`src/rtl/serial_subtractor_16bit.sv`:
```
// Bit-serial subtractor: one bit per clock, LSB first, result a - b - bin after WIDTH cycles.
// Optional zero-result flag port enabled by defining SERIAL_SUBTRACTOR_ZERO_FLAG_EN.
module serial_subtractor_16bit #(
    parameter int unsigned WIDTH = 16
) (
    input  logic             clk,
    input  logic             rst,
    input  logic             start,
    input  logic [WIDTH-1:0] a,
    input  logic [WIDTH-1:0] b,
    input  logic             bin,
    output logic             busy,
    output logic             done,
    output logic [WIDTH-1:0] diff,
    output logic             bout,
    output logic             overflow
`ifdef SERIAL_SUBTRACTOR_ZERO_FLAG_EN
    ,
    output logic             zero
`endif
);

    localparam int unsigned CntW = (WIDTH > 1) ? $clog2(WIDTH) : 1;

    typedef enum logic [1:0] {
        StIdle,
        StShift,
        StDone
    } state_t;

    state_t           state_q, state_d;
    logic [WIDTH-1:0] a_q;
    logic [WIDTH-1:0] b_q;
    logic [WIDTH-1:0] res_q;
    logic             br_q;
    logic             a_msb_q;
    logic             b_msb_q;
    logic [CntW-1:0]  cnt_q;

    logic             ai;
    logic             bi;
    logic             d_bit;
    logic             br_next;
    logic [WIDTH-1:0] res_next;
    logic             last_bit;

    // Single-bit full subtractor on the current LSBs of the shifting operands.
    always_comb begin
        ai       = a_q[0];
        bi       = b_q[0];
        d_bit    = ai ^ bi ^ br_q;
        br_next  = (~ai & bi) | (~(ai ^ bi) & br_q);
        res_next = {d_bit, res_q[WIDTH-1:1]};
        last_bit = (cnt_q == CntW'(WIDTH - 1));
    end

    always_comb begin
        state_d = state_q;
        unique case (state_q)
            StIdle:  if (start) state_d = StShift;
            StShift: if (last_bit) state_d = StDone;
            StDone:  state_d = StIdle;
            default: state_d = StIdle;
        endcase
    end

    assign busy = (state_q != StIdle);

    always_ff @(posedge clk or posedge rst) begin
        if (rst) begin
            state_q  <= StIdle;
            a_q      <= '0;
            b_q      <= '0;
            res_q    <= '0;
            br_q     <= 1'b0;
            a_msb_q  <= 1'b0;
            b_msb_q  <= 1'b0;
            cnt_q    <= '0;
            done     <= 1'b0;
            diff     <= '0;
            bout     <= 1'b0;
            overflow <= 1'b0;
`ifdef SERIAL_SUBTRACTOR_ZERO_FLAG_EN
            zero     <= 1'b0;
`endif
        end else begin
            state_q <= state_d;
            unique case (state_q)
                StIdle: begin
                    done <= 1'b0;
                    if (start) begin
                        a_q     <= a;
                        b_q     <= b;
                        br_q    <= bin;
                        a_msb_q <= a[WIDTH-1];
                        b_msb_q <= b[WIDTH-1];
                        res_q   <= '0;
                        cnt_q   <= '0;
                    end
                end
                StShift: begin
                    a_q   <= a_q >> 1;
                    b_q   <= b_q >> 1;
                    br_q  <= br_next;
                    res_q <= res_next;
                    cnt_q <= cnt_q + 1'b1;
                    // On the final bit d_bit is the result MSB, so overflow resolves here.
                    if (last_bit) begin
                        diff     <= res_next;
                        bout     <= br_next;
                        overflow <= (a_msb_q != b_msb_q) && (d_bit != a_msb_q);
                        done     <= 1'b1;
`ifdef SERIAL_SUBTRACTOR_ZERO_FLAG_EN
                        zero     <= (res_next == '0);
`endif
                    end
                end
                StDone: begin
                    done <= 1'b0;
                end
                default: begin
                    done <= 1'b0;
                end
            endcase
        end
    end

endmodule

```
`config.mk`:
```
export PLATFORM = sky130hd
export DESIGN_NAME = serial_subtractor_16bit
export DESIGN_NICKNAME = d
export VERILOG_FILES = /design/src/rtl/serial_subtractor_16bit.sv
export SDC_FILE = /design/constraint.sdc
export NUM_CORES = 1
export LEC_CHECK = 0
export BUFFER_PORTS_ARGS = -buffer_cell sky130_fd_sc_hd__buf_4
export CAP_MARGIN = 0
export CORE_MARGIN = 4
export CORE_UTILIZATION = 54
export DETAILED_ROUTE_END_ITERATION = 8
export PLACE_DENSITY = 0.82
export SLEW_MARGIN = 25
export SYNTH_ARGS = -nofsm -noshare
export SYNTH_HDL_FRONTEND = slang
export SYNTH_SLANG_ARGS = --single-unit
```
`constraint.sdc`:
```
create_clock -name clk -period 4.5 [get_ports clk]
set_input_delay 0.225 -clock clk [delete_from_list [all_inputs] [get_ports clk]]
set_output_delay 0.225 -clock clk [all_outputs]
set_load 0.02 [all_outputs]
```
[Yosys cells after proc, flatten, opt, wreduce, memory -nomap -nowiden]
Cells that the tools add are included.
Word-level totals
  register bits: 76
  word-level logic and storage cells: 49
Cells by class
  mux-type cells: 15
  reductions and logical operators: 8
  eq/ne operators: 6
  bitwise logic cells: 7
  $add $sub $neg: 1
Operators by type and width (count)
  16-bit case mux with 2 select lines: 3
  16-bit 2-to-1 mux: 3
  4-bit case mux with 2 select lines: 1
  2-bit AND reduction: 4
  4-bit by 1-bit adder with 4-bit output, second input constant: 1
  4-bit equality test, second input constant: 1
  2-bit 2-to-1 mux: 2
  4-bit 2-to-1 mux: 1
  2-bit inequality test, second input constant: 2
  2-bit case mux with 2 select lines: 1
  2-bit nonzero test: 2
  1-bit 2-to-1 mux: 3
  1-bit bitwise AND: 2
  2-bit by 1-bit equality test with 1-bit output, second input constant: 1
  2-bit zero test: 1
  1-bit inequality test: 2
  1-bit inverter: 2
  1-bit case mux with 2 select lines: 1
  1-bit XOR: 2
  1-bit logical AND: 1
  1-bit OR: 1

[Logic depth before layout (Yosys ltp)]
Gate-level depths: netlist of run 1.
  word-level depth: 5
  gate-level depth with buffers: 5
  gate-level depth less buffers: 5

[Worst setup path after synthesis of run 1]
Ideal clock, no wire load.
  path kind: reg2reg
  from: register cnt_q[0]
  to: register diff[1]
  buffers on the path: 2
  arrival: 1.334 ns
  path slack: 3.041 ns
  stages on the path, launching flop included: 6
  period minus slack after synthesis: 1.459 ns
  cell sequence: dfrtp_1 ha_1 and4_4 buf_6 buf_12 mux2_4
Between the ends
  longest elaborated chain between the ends: 2
Ends and longest elaborated chain
  from (decl): line 38  | logic [CntW-1:0] cnt_q;
  from (signal assigned): line 106  | cnt_q <= cnt_q + 1'b1;
  4-bit equality test: line 54  | last_bit = (cnt_q == CntW'(WIDTH - 1));
  2-bit AND reduction (no source line)
  to (signal assigned): line 109  | diff <= res_next;
  to (decl): line 14  | output logic [WIDTH-1:0] diff,
Every way passes these cells.
A chain may end at the register's enable or synchronous reset.

[Worst setup path after layout of run 1]
  from: register state_q[1]
  to: register a_q[6]
Between the ends
  longest elaborated chain between the ends: 3
  elaborated cells on any way between the ends: 6
  those cells by class: eq/ne: 2; mux: 1; reduce/logical: 3
Ends and longest elaborated chain
  from (decl): line 31  | state_t state_q, state_d;
  from (signal assigned): line 71  | state_q <= StIdle;
  from (signal assigned): line 87  | state_q <= state_d;
  2-bit by 1-bit equality test with 1-bit output / 2-bit zero test (equally long branches): line 88  | unique case (state_q)
  2-bit nonzero test (no source line) / 2-bit inequality test (equally long branches)
  2-bit AND reduction (no source line)
  to (signal assigned): line 102  | a_q <= a_q >> 1;
  to (decl): line 32  | logic [WIDTH-1:0] a_q;
Parallel ways exist; a longest one is shown, timed or not.

==> results.cfg, run 1 <==
[placed_design]
portBuffers = 55
hpwl_um = 4073
routabilityCongestion = 0.7057
pre_cts_slack_ns = 2.602

[min_path]
hp-class = input port to flip-flop
hp-start = a[15]
min_path_cells = 3
hold_end = a_msb_q

[finish]
areaGrowthSynthToFinish_pct = 20.25
layout_common_cells = 75 x dfrtp_1, 59 x nor2_1, 58 x buf_4
register_area_mm2 = 0.001877
n_antenna_cell = 0
final_layout_size_suffix_gt1_frac = 0.2719
multi_input_comb_area_mm2 = 0.001079
fin_nets = 376
final_common_cell = dfrtp_1
fillers = 438

[synthesis]
yosys.area.top_type = dfrtp_1
synth_top_family_by_area = simple AND/OR/NAND/NOR gates
synthAdderAreaFrac = 0.01057
synthSimpleGateAreaFrac = 0.1736
synth-xor-area-share = 0
synth_mux_area_frac = 0.07849
syn_avg_cell_area_um2 = 10.72
synth_cells = 287
synth_flop_cell = dfrtp_1
ys_seq_area_frac = 0.6100
netlist.area_leader.share = 0.6100
synthesis.area_mm2 = 0.003077
synth_compound_gate_area_share = 0.08784
yosys_warnings = 0
netlist_top_cells_area = dfrtp_1 61%, nor2_1 7.2%, o22ai_1 6.3%
synth-edff-count = 0
ys_types = 30
synth_seq_cells = 75
synthArstFlopShare = 1.000
syn_nets = 325

[setup_path]
crit_type = flip-flop to flip-flop
cp.arrival_ns = 2.14
reg2reg_depth = 4
rr_startpoint = state_q[1]
cpLargestDelayFamily = simple AND/OR/NAND/NOR gates
cp_slowest_cell = or3b_1
end_kind = flip-flop
worstSetupStartpointType = flip-flop
crit_buf_inv = 1
critPathMaxFanout = 26
path_cells = or3b_1 -> buf_4 -> o22ai_1 -> nor2_1
reg2reg_to = a_q[6]
crit_path_max_incr_delay_ns = 0.72
ff2ff_setup_slack_ns = 2.59
cp.required_ns = 4.73

[floorplan]
start_util = 0.5587
die_area_mm2 = 0.006969
die_h_um = 83.48
row_count = 27
core_mm2 = 0.005507
die_w_um = 83.48
io_pins = 56

[sta]
fin_skew_ns = 0.008759
setup_tns_ns = 0
setup_slack_ns = 2.589
hold_viol = 0
drv_slew = 0
worst_slew_pin_slew_ns = 0.8063
finalCriticalPeriod_ns = 1.911
setup_viol = 0
fmax_mhz = 523.4
rsz0062_at_grt = no
fin_crit_sh = 0.4246
relSlewSlack = 0.4624

[power_and_ir_drop]
ir_drop_mv = 0.3532
finalPower_mw = 2.694
power.density_mw_per_mm2 = 728.2
p_leak_nw = 1.758

[status]
outcome = completed

[clock_network]
numClockSinks = 75
cts_root_buf = clkbuf_8
cts_resized = 0
clkTransAtPathRegs_ns = 0.07
clock_latency_ns = 0.34
tritoncts = yes
clock_path_buffers = 2
cts_buffers = 9
h-tree-depth = 3

[route]
via_count = 2208
drtAntennaViolNets = 0
drc = 0
wl_per_cell_um = 14.60
drt_iter0_drc = 153
via_per_inst = 5.333
drt_pass1_iterations = 4
routed_wl_um = 6043

[grt]
track_usage = 0.1841
antenna_found_initial = 0
grt_pass1_wl_um = 10210
grt_pass1_vias = 2200
gr-total-overflow = 0
grt_max_degree = 54

[run]
max-cap-violations = 0
-- final cells by class --
type,instances,share of cell area
Sequential cell,75,0.5073
Multi-Input combinational cell,189,0.2915
Timing Repair Buffer,59,0.1204
Clock buffer,13,0.04295
Tap cell,72,0.02435
Clock inverter,2,0.009469
Inverter,4,0.004058
-- synth_stat cells, drive strengths merged, types with 2 or more instances --
library cell / n
inv: 4
mux2: 17
o21a: 2
a21oi: 3
nand3: 17
mux2i: 2
nor2: 59
a22o: 2
buf: 11
o21ai: 2
o22ai: 31
dfrtp: 75
nand2: 41
clkbuf: 8
-- power breakdown --
part / total [mW] / switching (mW) / leakage, nW / internal [mW]
Clock: 0.514 / 0.231 / 0.0995 / 0.283
Combinational: 0.992 / 0.531 / 0.779 / 0.461
Sequential: 1.19 / 0.197 / 0.880 / 0.991
-- through the flow --
| stage | cells | hold WS, ns | utilization | area, um^2 |
|---|---|---|---|---|
| detailed placement | 398 | 0.2739 | 0.6349 | 3496 |
| finish | 414 | 0.08885 | 0.6719 | 3700 |
| global placement | 398 | 0.2700 | 0.6349 | 3496 |
| floorplan | 287 | 0.3304 | - | 3077 |
| CTS | 414 | 0.06626 | 0.6719 | 3700 |
| global route | 414 | 0.07416 | 0.6719 | 3700 |
-- flip-flops by register name, indices dropped and copies added (netlist names) --
register	flops
res_q	15
b_msb_q	1
cnt_q	4
state_q	2
b_q	16
a_q	16
bout	1
br_q	1
done	1
diff	16
a_msb_q	1
overflow	1
-- how the worst max path moves through the flow --
stage                     from       to  slack, ns  depth (start not counted)
global route        state_q[1]  b_q[11]       2.43                          4
detailed placement  state_q[1]   a_q[6]       2.60                          4
finish              state_q[1]   a_q[6]       2.59                          4
global placement    state_q[1]   b_q[0]       2.66                          4
CTS                 state_q[1]   b_q[0]       2.59                          4
floorplan                  rst  a_msb_q       2.37                          1
-- cells by family after synthesis --
| kind of cell | after synthesis |
|---|---|
| AO/OA/AOI/OAI | 42 |
| adder cells (fa/ha/maj) | 2 |
| flip-flops | 75 |
| AND/OR/NAND/NOR | 126 |
| buffers and inverters | 23 |
| multiplexers | 19 |
-- tightest hold or removal path, delay by kind of cell --
kind | cells | cell delay [ns]
buffers and inverters | 1 | 0.09
and+or+nand+nor | 2 | 0.09
-- per-layer routing --
layer  routed length, um  track usage
met3                 410      0.06417
met4                  93      0.08918
met2                2847       0.2821
met1                2692       0.2343
met5                   0            0
-- timing repair --
item                      CTS  global route
hold buffers                1             0
buffers inserted            0             0
hold endpoints to repair   22             0
No activity file was read; power rests on OpenSTA's default activity.
==> run 2: changes to the inputs <==
--- a/config.mk
+++ b/config.mk
@@ -8,9 +8,9 @@
 export BUFFER_PORTS_ARGS = -buffer_cell sky130_fd_sc_hd__buf_4
 export CAP_MARGIN = 0
 export CORE_MARGIN = 4
-export CORE_UTILIZATION = 54
+export CORE_UTILIZATION = 49
 export DETAILED_ROUTE_END_ITERATION = 8
-export PLACE_DENSITY = 0.82
+export PLACE_DENSITY = 0.78
 export SLEW_MARGIN = 25
 export SYNTH_ARGS = -nofsm -noshare
 export SYNTH_HDL_FRONTEND = slang
==> constraint.sdc (replaced) <==
create_clock -name clk -period 1.6 [get_ports clk]
set_input_delay 0.08 -clock clk [delete_from_list [all_inputs] [get_ports clk]]
set_output_delay 0.08 -clock clk [all_outputs]
set_load 0.02 [all_outputs]
==> run 2 against run 1 <==
Effect of this change: die area is 9.2% higher; via count increased by 6.9%; worst setup slack got worse by 2.5 ns; global-route usage about the same; clock power rose to 3.1 times the previous value; final area is 9.9% higher; sequential share of layout area shrank 4.5 points; critical path type unchanged.
==> results.cfg, run 2 (synthesis results as in run 1) <==
[status]
outcome = completed

[placed_design]
portBuffers = 55
place_area_mm2 = 0.003587
dp_cells = 407
pre_cts_slack_ns = 0.05380
hpwl_um = 4022
routabilityCongestion = 0.7209

[clock_network]
clock_path_buffers = 2
cts_root_buf = clkbuf_8
clkTransAtPathRegs_ns = 0.08
cts_buffers = 9
h-tree-depth = 3
tritoncts = yes
clock_latency_ns = 0.34
numClockSinks = 75

[sta]
setup_slack_ns = 0.08418
relSlewSlack = 0.6546
worst_slew_pin_slew_ns = 0.5169
fmax_mhz = 659.7
drv_slew = 0
finalCriticalPeriod_ns = 1.516
setup_tns_ns = 0
fin_skew_ns = 0.01054
setup_viol = 0
whs_ns = 0.009783
rsz0062_at_grt = no
fin_crit_sh = 0.9474
hold_viol = 0

[finish]
utilization = 0.6786
areaGrowthSynthToFinish_pct = 32.13
reg_top3 = a_q x16, b_q x16, diff x16
n_antenna_cell = 0
layout_common_cells = 74 x dfrtp_1, 60 x buf_4, 59 x nor2_1
fin_cells = 446
final_layout_size_suffix_gt1_frac = 0.2857
final_common_cell = dfrtp_1
fin_nets = 404
finalInstanceArea_mm2 = 0.004065

[power_and_ir_drop]
finalPower_mw = 7.949
p_leak_nw = 1.915
power.density_mw_per_mm2 = 1955
ir_drop_mv = 1.213

[grt]
antenna_found_initial = 0
gr-total-overflow = 0
track_usage = 0.1844
grt_pass1_vias = 2327
grt_max_degree = 38
grt_pass1_wl_um = 10980

[route]
drc = 0
drt_iter0_drc = 84
drt_pass1_iterations = 4
drtAntennaViolNets = 0
via_per_inst = 5.291
via_count = 2360
routed_wl_um = 6420
wl_per_cell_um = 14.39

[floorplan]
io_pins = 56
die_h_um = 87.24
die_area_mm2 = 0.007611
start_util = 0.5136
row_count = 28
die_w_um = 87.24
core_mm2 = 0.005991

[setup_path]
worstSetupStartpointType = flip-flop
cp_slowest_cell = or3b_2
cp.required_ns = 1.83
end_kind = flip-flop
crit_type = flip-flop to flip-flop
critPathMaxFanout = 10
crit_path_max_incr_delay_ns = 0.51
cp.arrival_ns = 1.75
path_cells = or3b_2 -> buf_4 -> o22ai_1 -> nor2_1

[min_path]
hp-class = input port to flip-flop

[run]
max-cap-violations = 0
run 2: final timing paths:
| kind | startpoint | endpoint | cells past startpoint | slack [ns] |
|---|---|---|---|---|
| worst min register to register | done | done | 1 | 0.49 |
| min in group asynchronous | rst | b_q[3] | 3 | 0.33 |
| worst max register to register | state_q[0] | b_q[1] | 4 | 0.08 |
| worst min-delay path | b[3] | b_q[3] | 3 | 0.01 |
| worst max-delay path | state_q[0] | b_q[1] | 4 | 0.08 |
| max in group asynchronous | rst | diff[13] | 4 | 0.77 |
run 2: power by group:
part | internal [mW] | switching (mW) | total [mW] | leakage, nW
Combinational | 1.45 | 1.55 | 2.99 | 0.917
Clock | 0.955 | 0.659 | 1.61 | 0.119
Sequential | 2.79 | 0.553 | 3.34 | 0.879
Total | 5.19 | 2.76 | 7.95 | 1.92
run 2: timing repair:
| action | in CTS | in global routing |
|---|---|---|
| buffers inserted | 0 | 1 |
| gates resized for setup | 0 | 3 |
| hold endpoints to repair | 43 | 0 |
| hold buffers | 22 | 0 |
| endpoints found under the setup margin | 0 | 24 |
run 2: area by class of cell:
cell class	instances	area, um^2
timing repair buffer	87	762.0
inverter	4	18.77
clock inverter	5	75.07
multi-input combinational	189	1086
sequential	75	1878
clock buffer	11	151.4
fill	453	1926
tap	75	93.84
run 2: metal layers:
| metal | GRT usage | vias up | routed length [um] |
|---|---|---|---|
| met1 | 0.2458 | 1162 | 2750 |
| met3 | 0.03690 | 9 | 332 |
| met4 | 0.08089 | 0 | 95 |
| met5 | 0 | - | 0 |
| met2 | 0.2925 | 55 | 3242 |
| li1 | - | 1134 | - |
run 2: critical path, delay by kind of cell, from the launching register on:
kind | cells | cell delay [ns]
AOI/OAI and AO/OA | 1 | 0.18
and+or+nand+nor | 2 | 0.58
DFF | 1 | 0.44
buffers and inverters | 1 | 0.20
==> run 3: changes to the inputs <==
--- a/config.mk
+++ b/config.mk
@@ -10,8 +10,10 @@
 export CORE_MARGIN = 4
 export CORE_UTILIZATION = 49
 export DETAILED_ROUTE_END_ITERATION = 8
+export MAX_ROUTING_LAYER = met4
 export PLACE_DENSITY = 0.78
 export SLEW_MARGIN = 25
 export SYNTH_ARGS = -nofsm -noshare
 export SYNTH_HDL_FRONTEND = slang
 export SYNTH_SLANG_ARGS = --single-unit
+export TNS_END_PERCENT = 20
==> run 3 against run 2 <==
Effect of this change: critical path depth decreased by 1; maximum frequency fell by 0.61%; non-clock buffer count shrank 1; final area down 0.18%; largest cell class unchanged; critical endpoint is now diff[10].
==> results.cfg, run 3 (synthesis results as in run 1) <==
[sta]
fmax_mhz = 655.7
relSlewSlack = 0.6512
rsz0062_at_grt = no
hold_viol = 0
worst_slew_pin_slew_ns = 0.5221
finalCriticalPeriod_ns = 1.525
fin_skew_ns = 0.01123
setup_viol = 0
drv_slew = 0
setup_tns_ns = 0
fin_crit_sh = 0.9532

[grt]
grt_pass1_wl_um = 10970
grt_pass1_vias = 2332
grt_max_degree = 38
antenna_found_initial = 0
track_usage = 0.1899
gr-total-overflow = 0

[clock_network]
numClockSinks = 75
post_cts_buffers = 0
cts_buffers = 9
clkTransAtPathRegs_ns = 0.08
tritoncts = yes
h-tree-depth = 3
clock_path_buffers = 2
clock_latency_ns = 0.34
cts_root_buf = clkbuf_8

[setup_path]
path_cells = ha_4 -> and4_4 -> mux2_2
end_kind = flip-flop
cp_slowest_cell = dfrtp_1
worstSetupStartpointType = flip-flop
crit_type = flip-flop to flip-flop
critPathMaxFanout = 19
cp.required_ns = 1.82
crit_path_max_incr_delay_ns = 0.43
cp.arrival_ns = 1.75
reg2reg_depth = 3

[route]
drc = 0
wl_per_cell_um = 14.52
via_count = 2350
routed_wl_um = 6463
via_per_inst = 5.281
drt_iter0_drc = 71
drtAntennaViolNets = 0
drt_pass1_iterations = 4

[finish]
final_common_cell = dfrtp_1
finalInstanceArea_mm2 = 0.004058
areaGrowthSynthToFinish_pct = 31.88
fillers = 450
fin_nets = 403
layout_common_cells = 74 x dfrtp_1, 60 x buf_4, 59 x nor2_1
n_antenna_cell = 0
final_layout_size_suffix_gt1_frac = 0.2865
reg_top3 = a_q x16, b_q x16, diff x16

[power_and_ir_drop]
power.density_mw_per_mm2 = 1964
p_leak_nw = 1.907
ir_drop_mv = 1.215

[placed_design]
routabilityCongestion = 0.7293
place_area_mm2 = 0.003587
portBuffers = 55
hpwl_um = 4022

[floorplan]
die_h_um = 87.24
core_mm2 = 0.005991
die_area_mm2 = 0.007611
start_util = 0.5136
io_pins = 56
row_count = 28
die_w_um = 87.24

[min_path]
min_path_cells = 3
hp-class = input port to flip-flop

[status]
outcome = completed

[run]
max-cap-violations = 0
-- run 3: cell count changes in the layout (fill, tap and decap cells not counted) --
cell	before	now
buf_12	4	3
ha_1	1	0
ha_4	0	1
-- run 3: through the flow --
| step | std cells | hold WS [ns] | setup slack, ns | utilization | total power, mW |
|---|---|---|---|---|---|
| 5_1_grt | 445 | 0.01306 | 0.005996 | 0.6773 | 8.550 |
| 3_3_place_gp | 407 | 0.1472 | 0.09191 | 0.5988 | 6.155 |
| 4_1_cts | 445 | 0.001118 | 0.03206 | 0.6734 | 7.975 |
| 3_5_place_dp | 407 | 0.1521 | 0.05380 | 0.5988 | 6.295 |
| 6_report | 445 | 0.006938 | 0.07487 | 0.6773 | 7.970 |
| 2_1_floorplan | 287 | 0.1854 | 0.1412 | - | 5.327 |
-- run 3: area by class of cell --
cell class,instances,area (um^2),area share
Tap cell,75,93.84,0.02313
Inverter,4,18.77,0.004625
Sequential cell,75,1878,0.4628
Timing Repair Buffer,86,742.0,0.1829
Clock buffer,11,151.4,0.03731
Multi-Input combinational cell,189,1099,0.2707
Clock inverter,5,75.07,0.01850
-- run 3: worst max-delay path, delay by kind of cell, from the launching register on --
kind,cells,cell delay [ns]
fa+ha+maj,1,0.17
flops,1,0.43
mux,1,0.38
simple gates,1,0.43
-- run 3: worst paths after layout --
path	slack, ns	from	endpoint
min in group asynchronous	0.33	rst	b_q[3]
max in group asynchronous	0.77	rst	res_q[1]
setup reg to reg	0.07	cnt_q[0]	diff[10]
hold / removal	0.007	b[3]	b_q[3]
setup / recovery	0.07	cnt_q[0]	diff[10]
hold reg to reg	0.49	done	done
-- run 3: what timing repair did --
item / CTS / global route
hold endpoints to repair: 43 / 0
hold buffers: 22 / 0
setup endpoints to repair: 0 / 24
resized for setup: 0 / 5
-- run 3: metal layers --
layer,track usage,up-vias,part of all wire
met5,-,-,0
met4,0.08089,0,0.014
met3,0.03500,7,0.050
met2,0.2932,58,0.51
met1,0.2464,1151,0.43
li1,-,1134,-
-- run 3: power breakdown --
group / switching [mW] / internal, mW / leakage, nW
logic: 1.54 / 1.45 / 0.908
clock network: 0.662 / 0.955 / 0.119
registers: 0.569 / 2.79 / 0.879
